--- config.mk ---
export PLATFORM = sky130hd
export DESIGN_NAME = score_accumulator_bcd
export DESIGN_NICKNAME = d
export VERILOG_FILES = /design/src/rtl/score_accumulator_bcd.sv
export SDC_FILE = /design/constraint.sdc
export NUM_CORES = 1
export LEC_CHECK = 0
export CAP_MARGIN = 5
export CORE_ASPECT_RATIO = 1.5
export CORE_MARGIN = 2
export CORE_UTILIZATION = 45
export DETAILED_ROUTE_END_ITERATION = 16
export PLACE_DENSITY = 0.68
export SYNTH_ARGS = -nofsm -noshare
export SYNTH_HDL_FRONTEND = slang
export SYNTH_SLANG_ARGS = --single-unit
--- constraint.sdc ---
create_clock -name clk -period 4.3 [get_ports clk]
set_input_delay 0.43 -clock clk [delete_from_list [all_inputs] [get_ports clk]]
set_output_delay 0.43 -clock clk [all_outputs]
set_load 0.01 [all_outputs]
--- src/rtl/score_accumulator_bcd.sv ---
`default_nettype none
// ============================================================================
// Module   : score_accumulator_bcd
// Purpose  : Signed score accumulator for the game datapath. Number-hit pulses
//            add or subtract the hit object's value according to the current
//            operand mode. The result is clamped to +/-MAX_SCORE, and an
//            iterative shift-add-3 engine converts |score| to BCD digits for
//            the VGA number drawers.
// Revision : 1.0 - initial release
// ----------------------------------------------------------------------------
// Ports
//   clk             in   system clock
//   resetN          in   synchronous active-low reset
//   SingleHitPulse  in   [NUMBERS]     one-cycle hit pulse per number object
//   operandHit      in   [2]           bit0 plus-operand hit, bit1 minus-operand hit
//   NumbersToShow   in   [NUMBERS][4]  value carried by each number object
//   clearScore      in   synchronous score clear (new round)
//   ScoreToShow     out  [DIGITS][4]   BCD digits, index 0 = most significant
//   SignToShow      out  displayed score is negative
//   ShowSign        out  displayed score is non-zero
//   scoreValid      out  display registers match the accumulator
//   overflowFlag    out  sticky, set when an update saturated
// ----------------------------------------------------------------------------
// Build option
//   SCORE_LEADING_BLANK_EN : when defined, leading zero digits (all but the
//                            least significant) are driven as 4'hF so the
//                            drawers render them blank.
// ============================================================================
module score_accumulator_bcd #(
    parameter int NUMBERS   = 3,
    parameter int DIGITS    = 3,
    parameter int MAG_W     = 10,
    parameter int MAX_SCORE = 999
) (
    input  logic                      clk,
    input  logic                      resetN,
    input  logic [NUMBERS-1:0]        SingleHitPulse,
    input  logic [1:0]                operandHit,
    input  logic [NUMBERS-1:0][3:0]   NumbersToShow,
    input  logic                      clearScore,
    output logic [DIGITS-1:0][3:0]    ScoreToShow,
    output logic                      SignToShow,
    output logic                      ShowSign,
    output logic                      scoreValid,
    output logic                      overflowFlag
);

    // ------------------------------------------------------------------------
    // Constants
    // ------------------------------------------------------------------------
    localparam int c_SUM_W = MAG_W + 2;          // headroom for score +/- 15
    localparam int c_CNT_W = $clog2(MAG_W + 1);
    localparam int c_BCD_W = DIGITS * 4;

    localparam logic signed [c_SUM_W-1:0] c_MAX_POS = c_SUM_W'(MAX_SCORE);
    localparam logic signed [c_SUM_W-1:0] c_MAX_NEG = -c_MAX_POS;
    localparam logic [c_CNT_W-1:0]        c_LAST    = c_CNT_W'(MAG_W - 1);

    // ------------------------------------------------------------------------
    // State encodings
    // ------------------------------------------------------------------------
    typedef enum logic [1:0] {
        IDLE  = 2'd0,
        PLUS  = 2'd1,
        MINUS = 2'd2
    } op_state_t;

    typedef enum logic [1:0] {
        CIDLE = 2'd0,
        CONV  = 2'd1,
        CDONE = 2'd2
    } cv_state_t;

    // ------------------------------------------------------------------------
    // Declarations
    // ------------------------------------------------------------------------
    op_state_t                  r_op_state;
    op_state_t                  w_op_next;
    logic signed [MAG_W:0]      r_score;
    logic signed [MAG_W:0]      w_score_next;
    logic                       w_ovf_next;
    logic                       r_chg;          // score register changed last edge

    logic                       w_hit_any;
    logic [3:0]                 w_hit_val;
    logic signed [c_SUM_W-1:0]  w_score_ext;
    logic signed [c_SUM_W-1:0]  w_delta;
    logic signed [c_SUM_W-1:0]  w_sum;

    cv_state_t                  r_cv_state;
    logic                       r_pending;
    logic [c_CNT_W-1:0]         r_cnt;
    logic [MAG_W-1:0]           r_bin;
    logic [c_BCD_W-1:0]         r_bcd;
    logic                       r_neg;
    logic                       r_nonzero;
    logic [MAG_W:0]             w_abs;
    logic [c_BCD_W-2:0]         w_bcd_adj;
    logic [DIGITS-1:0][3:0]     w_digits;
`ifdef SCORE_LEADING_BLANK_EN
    logic                       w_lead;
`endif

    // ------------------------------------------------------------------------
    // Hit selection: the lowest asserted index wins. The loop walks downward
    // so the last assignment made is the lowest index.
    // ------------------------------------------------------------------------
    always_comb begin
        w_hit_any = 1'b0;
        w_hit_val = 4'd0;
        for (int i = NUMBERS - 1; i >= 0; i--) begin
            if (SingleHitPulse[i]) begin
                w_hit_any = 1'b1;
                w_hit_val = NumbersToShow[i];
            end
        end
    end

    assign w_score_ext = {r_score[MAG_W], r_score};
    assign w_delta     = {{(c_SUM_W - 4){1'b0}}, w_hit_val};
    // The hit uses the mode held before this edge, so an operand hit in the
    // same cycle only affects later hits.
    assign w_sum       = (r_op_state == MINUS) ? (w_score_ext - w_delta)
                                               : (w_score_ext + w_delta);

    // ------------------------------------------------------------------------
    // Next-state for the accumulator and the operand mode
    // ------------------------------------------------------------------------
    always_comb begin
        w_op_next    = r_op_state;
        w_score_next = r_score;
        w_ovf_next   = overflowFlag;
        if (clearScore) begin
            // A clear beats both a hit and an operand hit in the same cycle.
            w_op_next    = IDLE;
            w_score_next = '0;
            w_ovf_next   = 1'b0;
        end else begin
            if (operandHit[0]) begin
                w_op_next = PLUS;
            end else if (operandHit[1]) begin
                w_op_next = MINUS;
            end
            if ((r_op_state != IDLE) && w_hit_any) begin
                if (w_sum > c_MAX_POS) begin
                    w_score_next = c_MAX_POS[MAG_W:0];
                    w_ovf_next   = 1'b1;
                end else if (w_sum < c_MAX_NEG) begin
                    w_score_next = c_MAX_NEG[MAG_W:0];
                    w_ovf_next   = 1'b1;
                end else begin
                    w_score_next = w_sum[MAG_W:0];
                end
            end
        end
    end

    always_ff @(posedge clk) begin
        if (!resetN) begin
            r_op_state   <= IDLE;
            r_score      <= '0;
            overflowFlag <= 1'b0;
            r_chg        <= 1'b0;
        end else begin
            r_op_state   <= w_op_next;
            r_score      <= w_score_next;
            overflowFlag <= w_ovf_next;
            r_chg        <= (w_score_next != r_score);
        end
    end

    // ------------------------------------------------------------------------
    // Binary-to-BCD (double dabble), one bit per cycle
    // ------------------------------------------------------------------------
    assign w_abs = r_score[MAG_W] ? -r_score : r_score;

    // Add 3 to every digit >= 5 before the shift. The top digit's MSB would
    // shift out of the register, so only its low three bits are kept. The
    // value is below 10^DIGITS, so that bit is always zero.
    for (genvar g = 0; g < DIGITS; g++) begin : g_dd_adj
        if (g < DIGITS - 1) begin : g_full
            assign w_bcd_adj[g*4 +: 4] = (r_bcd[g*4 +: 4] >= 4'd5) ?
                                         (r_bcd[g*4 +: 4] + 4'd3) : r_bcd[g*4 +: 4];
        end else begin : g_top
            assign w_bcd_adj[g*4 +: 3] = 3'((r_bcd[g*4 +: 4] >= 4'd5) ?
                                            (r_bcd[g*4 +: 4] + 4'd3) : r_bcd[g*4 +: 4]);
        end
    end

    // Digit ordering for the drawers: index 0 is the most significant digit.
    always_comb begin
        w_digits = '0;
`ifdef SCORE_LEADING_BLANK_EN
        w_lead   = 1'b1;
`endif
        for (int d = 0; d < DIGITS; d++) begin
            w_digits[d] = r_bcd[(DIGITS - 1 - d)*4 +: 4];
`ifdef SCORE_LEADING_BLANK_EN
            // The least significant digit is always shown so that 0 stays visible.
            if ((d < DIGITS - 1) && w_lead && (w_digits[d] == 4'd0)) begin
                w_digits[d] = 4'hF;
            end else begin
                w_lead = 1'b0;
            end
`endif
        end
    end

    // ------------------------------------------------------------------------
    // Converter control. The display registers change only when a conversion
    // finishes with no newer score waiting. A result superseded by a change
    // during conversion is dropped, so a stale intermediate value never
    // reaches the drawers.
    // ------------------------------------------------------------------------
    always_ff @(posedge clk) begin
        if (!resetN) begin
            r_cv_state  <= CIDLE;
            r_pending   <= 1'b0;
            r_cnt       <= '0;
            r_bin       <= '0;
            r_bcd       <= '0;
            r_neg       <= 1'b0;
            r_nonzero   <= 1'b0;
            ScoreToShow <= '0;
            SignToShow  <= 1'b0;
            ShowSign    <= 1'b0;
            scoreValid  <= 1'b1;
        end else begin
            case (r_cv_state)
                CIDLE: begin
                    if (r_chg) begin
                        r_bin      <= w_abs[MAG_W-1:0];
                        r_neg      <= r_score[MAG_W];
                        r_nonzero  <= |w_abs;
                        r_bcd      <= '0;
                        r_cnt      <= '0;
                        scoreValid <= 1'b0;
                        r_cv_state <= CONV;
                    end
                end

                CONV: begin
                    if (r_chg) begin
                        r_pending <= 1'b1;
                    end
                    r_bcd <= {w_bcd_adj, r_bin[MAG_W-1]};
                    r_bin <= {r_bin[MAG_W-2:0], 1'b0};
                    if (r_cnt == c_LAST) begin
                        r_cv_state <= CDONE;
                    end else begin
                        r_cnt <= r_cnt + c_CNT_W'(1);
                    end
                end

                CDONE: begin
                    // A change arriving in this very cycle counts as pending too.
                    if (r_pending || r_chg) begin
                        r_pending  <= 1'b0;
                        r_bin      <= w_abs[MAG_W-1:0];
                        r_neg      <= r_score[MAG_W];
                        r_nonzero  <= |w_abs;
                        r_bcd      <= '0;
                        r_cnt      <= '0;
                        scoreValid <= 1'b0;
                        r_cv_state <= CONV;
                    end else begin
                        ScoreToShow <= w_digits;
                        SignToShow  <= r_neg;
                        ShowSign    <= r_nonzero;
                        scoreValid  <= 1'b1;
                        r_cv_state  <= CIDLE;
                    end
                end

                default: begin
                    r_cv_state <= CIDLE;
                end
            endcase
        end
    end

endmodule
`default_nettype wire

After elaboration in Yosys (flattened, before gate mapping). Index checks and enable logic that the tools add are counted.

Multipliers: 0. Shift operators: 0. Multiplexer cells: 45. Bitwise operators: 2. Div/mod/pow operators: 0. Equal/unequal tests: 10. Magnitude comparators: 5. $add $sub $neg: 7. Reductions and logical operators: 20.

Operator list (number): $mux 11 (5); $mux 12 (3); $pmux 12 s3 (1); $mux 4 (8); $pmux 10 s3 (1); $mux 10 (2); $mux 1 (16); $add 11x5->12 (1); $ge 4x3->1 const B (3); $gt 12x11->1 const B (1); $lt 12x11->1 const B (1); $pmux 4 s3 (1); $sub 11x5->12 (1); $ne 11x11->1 (1); $neg 11->11 (1); $reduce_or 11->1 (1); $ne 2x2->1 const B (5); $reduce_bool 2->1 (5); $reduce_and 3->1 (3); $add 4x2->4 const B (2); $pmux 1 s2 (4); $reduce_and 2->1 (4); $pmux 2 s3 (1); $add 4x1->4 const B (1); 14 further kinds (17).

Input bits: 20. Memories kept: 0. Memory bits (read-only): 0. Bits in registers: 61. Bits in writable memories: 0. Word-level logic and storage cells: 107. Bits in latches: 0.

Depth between registers and ports, before layout. Gate-level depths: netlist of the first run.

Depth in word-level cells: 11. Mapped depth: 21. Gate-level depth less buffers: 19.

Worst setup path before layout of the first run. Ideal clock, no wire load.

Path kind: input to register. Start: input SingleHitPulse[0]. End: register r_chg. Required time: 4.165 ns. Setup time: 0.135 ns. Arrival time: 4.017 ns. Slack: 0.147 ns. Stages: 19. Path buffers: 2. Cell sequence: clkbuf_1 nor2_1 a21oi_1 inv_1 nor3_1 ha_1 nand2b_1 ha_1 buf_6 a21o_1 a21oi_2 mux2_4 a41o_2 or2_1 maj3_1 a32o_1 nor4_2 o2111a_1 a41oi_1.

Word-level cells in the longest chain between the ends: 9. Elaborated cells on any way between the ends: 13. Classes of those cells: add/sub: 2; order compare: 2; eq/ne: 1; mux: 7; reduce/logical: 1.

RTL lines: from (decl) (RTL line 37) `input logic [NUMBERS-1:0] SingleHitPulse,`; $mux 4 (RTL line 112) `if (SingleHitPulse[i]) begin`; $add 11x5->12 or $sub 11x5->12 (tied branches) (RTL line 124, 123); $mux 12 (RTL line 123) `assign w_sum = (r_op_state == MINUS) ? (w_score_ext - w_delta)`; $lt 12x11->1 (RTL line 148) `end else if (w_sum < c_MAX_NEG) begin`; $mux 11 (RTL line 148); $mux 11 (RTL line 145) `if (w_sum > c_MAX_POS) begin`; $mux 11 (*) (RTL line 144) `if ((r_op_state != IDLE) && w_hit_any) begin`; $mux 11 (*) (RTL line 133) `if (clearScore) begin`; $ne 11x11->1 (*) (RTL line 168) `r_chg <= (w_score_next != r_score);`; to (signal assigned) (RTL line 168); to (decl) (RTL line 82) `logic r_chg;`.

Every way passes the cells marked *; elsewhere a longest branch is shown, timed or not. A chain may end at the register's enable or synchronous reset.

Worst setup path after layout of the first run.
Start: input SingleHitPulse[1]. End: register r_chg.

Word-level cells in the longest chain between the ends: 10. Elaborated cells on any way between the ends: 15. Classes of those cells: add/sub: 2; order compare: 2; eq/ne: 1; mux: 9; reduce/logical: 1.

RTL lines (RTL line): $mux 4 (2 in a row) (112); $add 11x5->12 or $sub 11x5->12 (tied branches) (124, 123); $mux 12 (123); $lt 12x11->1 (148); $mux 11 (148); $mux 11 (145); $mux 11 (*) (144); $mux 11 (*) (133); $ne 11x11->1 (*) (168).

Marks and branches as above.

==> flow_summary.toml, run 1 <==
[run_status]
status = "complete, no violations"

[yosys]
synth_edf_count = 0
ys_warn_count = 0
yosys.area.top_type_share_pct = 28.8
synth_area_mm2 = 0.00425
synthArstFlopShare_pct = 0
yosysSeqAreaShare_pct = 28.8
synth_top_area_cell = "dfxtp_1"
yosys.area_share.simple_pct = 25.1
synth_area_leaders = "dfxtp_1 (29%), nand2_1 (7.0%), a21oi_1 (6.5%)"
netlist_instances = 559
synth_xor_area_share_pct = 4.33
yosysUniqueCellTypes = 83
synthFlopType = "dfxtp_1"
synth_fa_ha_area_share_pct = 7.93
synth-compound-area-share_pct = 27.6
synthMuxAreaShare_pct = 1.09
ys_top_cells_by_count = "nand2_1 (79), dfxtp_1 (61), a21oi_1 (55)"
synth-seq-cells = 61
yosysMostFrequentCell = "nand2_1"
synth_top_family_by_area = "compound AO/OA/AOI/OAI gates"
synth.avg_cell_area_um2 = 7.60
syn_nets = 602

[global_routing]
grt_pass1_wl_um = 19800
first_global_vias = 4337
top_usage_layer = "met2"
grt_max_degree = 44
grt_overflow = 0
grt_use_total_pct = 23.7
antenna_found_initial = 0
use_met1_pct = 24.6
use_met3_pct = 3.40
grt_use_met2_pct = 45.5

[worst_setup_path]
path_class = "in -> reg"
ff2ff_path_depth = 15
crit_path_end_kind = "register"
slowest_delay_ns = 0.49
r2r_setup_slack_ns = 0.40
crit_chain = "clkbuf_2, buf_6, a22oi_1, nor2_1, a21oi_2, inv_1, nor3_4, ha_4, a21oi_4, ha_4, buf_6, a31oi_4, a21boi_4, buf_4, buf_4, o22ai_2, and4bb_4, or4_4, nand3_2, o2111ai_1, o31ai_1, a41oi_2"
critPathBufInv = 6
cp.arrival_ns = 4.34
crit_path_start_kind = "primary input"
critical_path_required_ns = 4.49
slowest_stage = "or4_4"
cp_max_fo = 6
reg2reg_to = "r_chg"
critPathTopFamily = "compound AO/OA/AOI/OAI gates"
worstReg2RegStart = "r_op_state[0]"

[die]
std_cell_rows = 43
io_pins = 36
fp.dieH_um = 123
die_area_mm2 = 0.0102
dieWidth_um = 83.3
start_util_pct = 46.2
coreArea_mm2 = 0.00920

[pwr]
powerDensity_mw_per_mm2 = 341
p_leak_uw = 0.00227
ir_worst_vdd_uv = 369

[placed_design]
place_ws_ns = -0.602
place.gp.congestion = 0.947
numPortBuffers = 35
hpwl_um = 8940

[route]
ant_nets = 0
wire_per_inst_um = 15.9
first_iter_violations = 228
drt_first_pass_iters = 5
num_vias = 4485
drcViolationCount = 0
wirelength_um = 12200
vias_per_cell = 5.84

[min_path]
hold_class = "reg -> reg"
min_from = "ScoreToShow[5]"
hold_depth = 2
whs_endpoint = "ScoreToShow[5]"

[timing]
setup-violations-final = 0
worstMarginPinSlew_ns = 0.837
slew_violations = 0
final.period_utilization_pct = 96.6
slew_headroom_pct = 44.0
fin_setup_tns_ns = 0
setup_ws_ns = 0.146
hold_viol = 0
finalCriticalPeriod_ns = 4.15
fmax_mhz = 241
clock_skew_ns = 0.00488

[finish]
drive_gt1_share_pct = 23.2
diodes = 0
area_growth_pct = 35.1
postLayoutCoreUtil_pct = 62.4
final_nets = 696
fill_cells = 793

[cts]
clkTransAtPathRegs_ns = 0.05
h-tree-depth = 3
cts_buffer_depth = 2
root_buffer = "clkbuf_16"
cts_inserted_buffers = 9
cts_tree = "built"
clock_sinks = 61
ctsHoldBuffers = 0
clock_latency_ns = 0.33

[run]
max_cap_viol_count = 0
[timing repair]
action                                  4_1_cts  5_1_grt
setup buffers                                 4        8
endpoints found under the setup margin        2        3
resized for setup                            16       40
pin swaps                                     6       23
[cell type report]
class                           count  area [µm²]  share of cell area [%]
Sequential cell                    61        1220                    21.3
Multi-Input combinational cell    446        3020                    52.7
Timing Repair Buffer              117         987                    17.2
Clock inverter                      1        30.0                   0.523
Clock buffer                       13         270                    4.71
Inverter                           18        67.6                    1.18
Tap cell                          112         140                    2.44
[registers in the layout, indices dropped and copies added (netlist names), 2 cells and up]
name and flops:
ScoreToShow 12, r_cv_state 2, r_cnt 4, r_op_state 2, r_score 11, r_bcd 12, r_bin 10
[how the worst max path moves through the flow]
stage                     slack, ns  depth (start not counted)               from     to
after floorplan                0.15                         19  SingleHitPulse[0]  r_chg
after global placement        -0.55                         21  SingleHitPulse[1]  r_chg
after detailed placement      -0.60                         21  SingleHitPulse[2]  r_chg
after CTS                      0.01                         21  SingleHitPulse[2]  r_chg
after global routing          -0.04                         22  SingleHitPulse[1]  r_chg
final                          0.15                         22  SingleHitPulse[1]  r_chg
[placed cells by master, fill, tap and decap left out, drive strengths merged, types with 15 or more instances in the layout]
master / netlist / layout
dfxtp: 61 / 61
a21oi: 57 / 57
inv: 17 / 17
clkdlybuf4s50: 0 / 28
o21ai: 36 / 36
ha: 22 / 22
nand2: 79 / 79
nand2b: 15 / 15
buf: 8 / 82
nand3: 19 / 19
nor2: 51 / 51
nor3: 19 / 19
[tightest hold or removal path, delay by kind of cell, from the launching register on]
kind	cells	cell delay (ns)
AOI/OAI and AO/OA	1	0.05
DFF	1	0.30
and+or+nand+nor	1	0.05
[cells by family (layout without fill, tap and decap cells)]
logic type,count (synthesis),after routing
mux,4,4
flops,61,61
compound gates,172,172
fa+ha+maj,27,27
buf+inv,52,149
xor+xnor,21,21
simple gates,222,222
[metal layers]
layer | routed length [µm] | up-vias
li1 | - | 2196
met1 | 4650 | 2128
met2 | 6660 | 117
met3 | 371 | 44
met4 | 566 | 0
met5 | 0 | -
[through the flow]
step,cell area (µm²),total power (µW),hold slack (ns),cells
6_report,5740,1960,0.450,768
5_1_grt,5740,2050,0.471,768
4_1_cts,5500,1900,0.454,760
3_5_place_dp,5110,1170,0.447,742
3_3_place_gp,5110,1160,0.441,742
2_1_floorplan,4250,954,0.429,559
[where the power goes]
group	internal (µW)	switching [µW]
combinational	297	333
clock	489	233
sequential	583	21.3
total	1370	588
(Power assumes the default switching activity.)
==> run 2, diff against run 1 <==
- CTS_BUF_LIST: unset -> sky130_fd_sc_hd__clkbuf_2 sky130_fd_sc_hd__clkbuf_4 sky130_fd_sc_hd__clkbuf_8
==> flow_summary.toml, run 2 (synthesized netlist as in run 1, its figures left out) <==
[cts]
ctsHoldBuffers = 0
cts_inserted_buffers = 9
cts_tree = "built"
h-tree-depth = 3
clkTransAtPathRegs_ns = 0.06
clock_latency_ns = 0.34
root_buffer = "clkbuf_8"
cts_buffer_depth = 2
clock_sinks = 61

[worst_setup_path]
cp_max_fo = 6
crit_top_cell = "buf_4"
critPathBufInv = 5
critical_path_required_ns = 4.50
critPathLaunch = "NumbersToShow[8]"
slowest_stage = "or4_4"
crit_chain = "clkdlybuf4s50_1, a22oi_2, o21ai_2, buf_4, nor3_4, ha_4, a21oi_4, ha_4, buf_6, a31oi_4, a21boi_4, buf_4, buf_4, o22ai_2, and4bb_4, or4_4, nand3_2, o2111ai_1, o31ai_1, a41oi_2"
crit_path_start_kind = "primary input"
path_class = "in -> reg"
critPathTopFamily = "compound AO/OA/AOI/OAI gates"
worstReg2RegStart = "r_op_state[0]"
crit_path_end_kind = "register"
slowest_delay_ns = 0.49
r2r_setup_slack_ns = 0.38
cp.arrival_ns = 4.37

[pwr]
powerDensity_mw_per_mm2 = 311
p_leak_uw = 0.00221
p_total_uw = 1750
ir_worst_vdd_uv = 210

[finish]
postLayoutCoreUtil_pct = 61.3
final_nets = 696
final_cell_mix = "nand2_1 (79), buf_4 (79), dfxtp_1 (61)"
drive_gt1_share_pct = 23.3
fin_area_mm2 = 0.00564
fill_cells = 814
area_growth_pct = 32.7
reg.largest.list = "ScoreToShow: 12 flops, r_bcd: 12 flops, r_score: 11 flops"
diodes = 0

[global_routing]
antenna_found_initial = 0
grt_max_degree = 44
grt_overflow = 0
first_global_vias = 4282
grt_use_total_pct = 23.5
grt_pass1_wl_um = 19600

[timing]
final.period_utilization_pct = 96.9
slew_violations = 0
slew_headroom_pct = 41.1
worstMarginPinSlew_ns = 0.880
fmax_mhz = 240
finalCriticalPeriod_ns = 4.17
clock_skew_ns = 0.00569
fin_setup_tns_ns = 0
hold_viol = 0
setup-violations-final = 0
timing.hold.ws_ns = 0.452

[die]
std_cell_rows = 43
start_util_pct = 46.2
fp.dieH_um = 123
dieWidth_um = 83.3
die_area_mm2 = 0.0102
io_pins = 36
coreArea_mm2 = 0.00920

[run_status]
status = "complete, no violations"

[route]
drt_first_pass_iters = 5
num_vias = 4428
wirelength_um = 12100
first_iter_violations = 227
vias_per_cell = 5.77
drcViolationCount = 0
wire_per_inst_um = 15.8
ant_nets = 0

[min_path]
min_from = "ScoreToShow[5]"
hold_class = "reg -> reg"

[placed_design]
numPortBuffers = 35
place.gp.congestion = 0.947
hpwl_um = 8940
placed_area_mm2 = 0.00511

[run]
max_cap_viol_count = 0
run 2: area by class of cell:
class	count	area (µm²)	area share, %
clock buffers	13	173	3.06
clock inverters	1	30.0	0.533
inverters	18	67.6	1.20
multi-input cells	446	3020	53.6
flip-flops and latches	61	1220	21.7
well taps	112	140	2.49
repair buffers	117	985	17.5
run 2: worst paths after layout:
| kind | end | cells after the start |
|---|---|---|
| setup / recovery | r_chg | 20 |
| hold / removal | ScoreToShow[5] | 2 |
| setup reg to reg | r_chg | 15 |
| hold reg to reg | ScoreToShow[5] | 2 |
run 2: timing repair:
action | 4_1_cts | 5_1_grt
gates resized for setup | 16 | 39
endpoints found under the setup margin | 1 | 3
pin swaps | 6 | 23
buffers inserted | 4 | 8
run 2: through the flow:
step | worst slack, ns | std cells
finish | 0.134 | 768
global route | -0.0420 | 768
CTS | 0.0322 | 760
detailed placement | -0.602 | 742
global placement | -0.552 | 742
floorplan | 0.147 | 559
run 2: worst reg2reg max path, cell delays in order (launching register included):
cell and delay (ns):
dfxtp_1 0.39, nand2b_1 0.43, nand2b_1 0.14, xor2_1 0.16, ha_1 0.33, buf_4 0.15
o2111ai_4 0.19, a211o_1 0.35, a211oi_4 0.31, and4bb_4 0.32, buf_6 0.11, nor2_4 0.04
mux2i_2 0.15, a311oi_2 0.32, o2111a_1 0.27, a41oi_2 0.12
run 2: routing by layer:
metal	up-vias	global-route usage, %	part of all wire [%]	wire length [µm]
met5	-	0	0	0
li1	2197	-	-	-
met4	0	13.0	4.0	491
met2	93	45.5	55	6680
met3	40	3.00	2.6	314
met1	2098	24.3	38	4650
run 2: report_power, final:
group          internal, µW  switching [µW]
Sequential              581            21.3
Combinational           298             333
Clock                   315             206
==> run 3, diff against run 2 <==
- CTS_CLUSTER_SIZE: unset -> 40
- HOLD_SLACK_MARGIN: unset -> 0.08
==> results of run 3 <==
The final DEF is identical to that of run 2; final timing and power are the same.
